<file path="config.mk">
export PLATFORM = sky130hd
export DESIGN_NAME = mu0_phase_sequencer
export DESIGN_NICKNAME = d
export VERILOG_FILES = /design/src/rtl/mu0_phase_sequencer.sv
export SDC_FILE = /design/constraint.sdc
export NUM_CORES = 1
export LEC_CHECK = 0
export CAP_MARGIN = 40
export CORE_MARGIN = 3
export CORE_UTILIZATION = 45
export DETAILED_ROUTE_END_ITERATION = 8
export PLACE_DENSITY = 0.79
export SKIP_CTS_REPAIR_TIMING = 1
export SYNTH_ARGS = -nofsm -noshare
export SYNTH_HDL_FRONTEND = slang
export SYNTH_SLANG_ARGS = --single-unit
export TNS_END_PERCENT = 50
</file>
<file path="constraint.sdc">
create_clock -name clk -period 2.4 [get_ports clk]
set_input_delay 0.24 -clock clk [delete_from_list [all_inputs] [get_ports clk]]
set_output_delay 0.24 -clock clk [all_outputs]
set_load 0.005 [all_outputs]
</file>
<file path="src/rtl/mu0_phase_sequencer.sv">
// mu0_phase_sequencer: MU0 instruction register and FETCH/EXEC1/EXEC2 phase control
// with run/step start, STP/illegal halt and a retired-instruction counter.
module mu0_phase_sequencer #(
    parameter int CNT_W = 16
) (
    input  logic             clk,
    input  logic             reset_n,
    input  logic             run,
    input  logic             step,
    input  logic [15:0]      mem_q,
    output logic             fetch,
    output logic             exec1,
    output logic             exec2,
    output logic [3:0]       op,
    output logic [11:0]      operand,
    output logic             busy,
    output logic             halted,
    output logic             illegal,
    output logic [CNT_W-1:0] instr_cnt
);
    typedef enum logic [2:0] {IDLE_S, FETCH_S, EXEC1_S, EXEC2_S, HALT_S} state_t;
    state_t      state, nxt;
    logic [15:0] ir;
    logic        is_long, is_stop, is_bad, retire;
    state_t      cont;
    assign op      = ir[15:12];
    assign operand = ir[11:0];
    always_comb begin
        is_long = (op == 4'h0) || (op == 4'h2) || (op == 4'h3);
        is_bad  = op > 4'hA;
        is_stop = (op == 4'h7) || is_bad;
        cont    = run ? FETCH_S : IDLE_S;
        retire  = (state == EXEC2_S) || ((state == EXEC1_S) && !is_long && !is_stop);
        nxt     = state == IDLE_S  ? ((run || step) ? FETCH_S : IDLE_S) :
                  state == FETCH_S ? EXEC1_S :
                  state == EXEC1_S ? (is_long ? EXEC2_S : is_stop ? HALT_S : cont) :
                  state == EXEC2_S ? cont : HALT_S;
    end
    // Outputs are registered from the next state so they line up with it exactly.
    always_ff @(posedge clk or negedge reset_n) begin
        if (!reset_n) begin
            state     <= IDLE_S;
            fetch     <= 1'b0;
            exec1     <= 1'b0;
            exec2     <= 1'b0;
            busy      <= 1'b0;
            halted    <= 1'b0;
            illegal   <= 1'b0;
            ir        <= '0;
            instr_cnt <= '0;
        end else begin
            state  <= nxt;
            fetch  <= nxt == FETCH_S;
            exec1  <= nxt == EXEC1_S;
            exec2  <= nxt == EXEC2_S;
            busy   <= (nxt == FETCH_S) || (nxt == EXEC1_S) || (nxt == EXEC2_S);
            halted <= nxt == HALT_S;
            if (state == EXEC1_S && is_bad)
                illegal <= 1'b1;
            if (state == FETCH_S)
                ir <= mem_q;
            if (retire)
                instr_cnt <= instr_cnt + 1'b1;
        end
    end
endmodule

</file>
==> out/qor.txt <==
CP startpoint: state[0]
pre-CTS setup slack: 0.715 ns
number of hold violations in the final report: 0
part of the power in registers: 0.469
Critical Path Start Type: flip-flop
H-tree levels: 2
num ports: 58
drt via density: 5.05
initial DRC count: 66
Max-slew headroom: 0.691
Die H: 67.6 um
commonest cells in the netlist: dfrtp_1 (41), mux2_2 (16), xnor2_1 (10), nand2_1 (7), nand3_1 (6)
number of global-route vias before repair: 1,296
main area contributors after synthesis: dfrtp_1 (60%), mux2_2 (11%), xnor2_1 (5.1%)
Finished Layout Cells: 240
wire length per cell: 14.4 um
most common cell in the netlist: dfrtp_1
Final Skew: 0.00639 ns
CTS tree: yes
Slew Limit Fails: 0
Psw: 0.670 mW
largest net degree at the start of global routing: 30
DRT Wirelength: 3460 um
post-DP HPWL: 2700 um
# nets final: 215
period utilization: 0.701
Worst Tran Pin Value: 0.462 ns
Setup WS post-layout: 0.717 ns
DRT antenna net count: 0
syn_nets: 151
cell area after synthesis: 0.00171 mm2
Reg clk slew, reported paths: 0.07 ns
first-pass detailed-route iteration total: 4
Cells after Synth: 130
setup TNS: 0 ns
Yosys warning count: 0
RSZ-0062 raised after global routing: false
die area: 0.00457 mm2
f_max: 0.594 GHz
Avg Synthesized Cell Area: 13.1 um2
cts bufs inserted: 5
launching point of the worst reg2reg path: state[0]
placed cell areas: 0.00234 mm2
Global Route Usage Sum: 0.175
endpoint arrival time on the critical path: 1.85 ns
layout cells sized above 1: 0.165
capturing point of the worst reg2reg path: instr_cnt[1]
status: finished clean
CTS root buf: clkbuf_8
post-synthesis cell type count: 35
worst reg2reg path depth: 3
Final setup viols: 0
# rows: 21
antenna violations before repair: 0
P_leak: 1.02 nW
CP Class: reg -> reg
initial core utilization: 0.489
Via Count: 1,213
Layout area overhead: 42.6%
Yosys reg bits: 41
first-pass GRT wire length: 5850 um
top-area cell type share of the netlist area: 0.600
TritonCTS Sinks: 41
Horiz. Die Dim: 67.6 um
clock share of power: 0.186
fin crit period: 1.68 ns
total congestion overflow: 0
Worst R2R Setup Slack: 0.72 ns
clk buf depth: 2
core area: 0.00349 mm2
Final GP Congestion: 0.842
antenna cells: 0
maximum vdd drop: 0.000573 V
Logic pwr share: 0.346
pwr dens: 972 mW/mm2
Hold Path Class: in -> async
Synth Flop Type: dfrtp_1
area leader, netlist: dfrtp_1
Crit Path Max Fanout: 8
DRC viols: 0
sequential share of the synthesized area: 0.600
IO Port Bufs: 57
Worst-Skew Late Latency: 0.28 ns
ys async rst share: 1.00
Placed Instances: 232
CP endpoint kind: flip-flop
Post-synth EDFFs: 0
switching part of the total power: 0.283
Design Area, Final: 0.00244 mm2
# Max-Cap Violations: 0
Pint: 1.70 mW
CP Data Required Time: 2.57 ns
## kinds of logic (layout without fill, tap and decap cells)
group	after synthesis	count (layout)	share of synthesized area
mux	17	17	0.112
xor+xnor	15	15	0.0769
fa+ha+maj	1	1	0.00732
flops	41	41	0.600
compound gates	12	12	0.0534
simple gates	40	40	0.139
buf+inv	4	68	0.0110
## metal layers
metal,vias up,wire (um),track usage
li1,591,-,-
met1,591,1340,0.192
met2,26,1880,0.305
met3,5,204,0.0616
met4,0,47,0.0684
met5,-,0,0
## critical path, cell delays in order, from the launching register on
cell,delay [ns]
dfrtp_1,0.47
or4_4,0.59
o211ai_1,0.16
mux2_1,0.35
## state kept, by name, indices dropped and copies added (netlist names)
register	cells
busy	1
exec1	1
exec2	1
fetch	1
halted	1
illegal	1
instr_cnt	16
ir	16
state	3
## power groups by stage
| stage | Clock (mW) | Sequential (mW) | Combinational (mW) |
|---|---|---|---|
| 2_1_floorplan | 0 | 1.09 | 0.333 |
| 6_report | 0.440 | 1.11 | 0.819 |
| 4_1_cts | 0.454 | 1.11 | 0.832 |
| 3_5_place_dp | 0 | 1.13 | 0.828 |
| 3_3_place_gp | 0 | 1.10 | 0.810 |
| 5_1_grt | 0.484 | 1.16 | 0.895 |
## stage by stage
stage                     utilization  power, mW  hold WS (ns)
after floorplan                     -       1.42       -0.0556
after global placement          0.664       1.91         0.402
after detailed placement        0.670       1.95         0.146
after global routing            0.697       2.54         0.390
final                           0.697       2.37         0.384
after CTS                       0.695       2.40        -0.163
## layout make-up
| type | instances | area, um2 |
|---|---|---|
| Inverter | 2 | 7.51 |
| Tap cell | 46 | 57.6 |
| Fill cell | 255 | 1060 |
| Multi-Input combinational cell | 85 | 664 |
| Timing Repair Buffer | 59 | 596 |
| Clock buffer | 7 | 86.3 |
| Sequential cell | 41 | 1030 |
## worst max-delay path by stage
stage / end / slack, ns / cells past startpoint
final: instr_cnt[1] / 0.72 / 3
after global routing: instr_cnt[12] / 0.67 / 4
after CTS: instr_cnt[1] / 0.71 / 3
after detailed placement: instr_cnt[1] / 0.72 / 3
after global placement: instr_cnt[1] / 0.78 / 3
after floorplan: instr_cnt[1] / 0.81 / 3
## placed cells by master, fill, tap and decap left out, drive strengths merged, types with 2 or more instances in the layout
cell type	instances
clkdlybuf4s50	56
dfrtp	41
mux2	17
xnor2	10
nand2	7
clkbuf	7
nand3	6
xor2	5
a21oi	4
nor3	4
nor2	4
or2	3
and4	3
nand4	3
inv	2
nand2b	2
nor2b	2
or4	2
buf	2
Note: power is estimated with default switching activity, not from simulation.
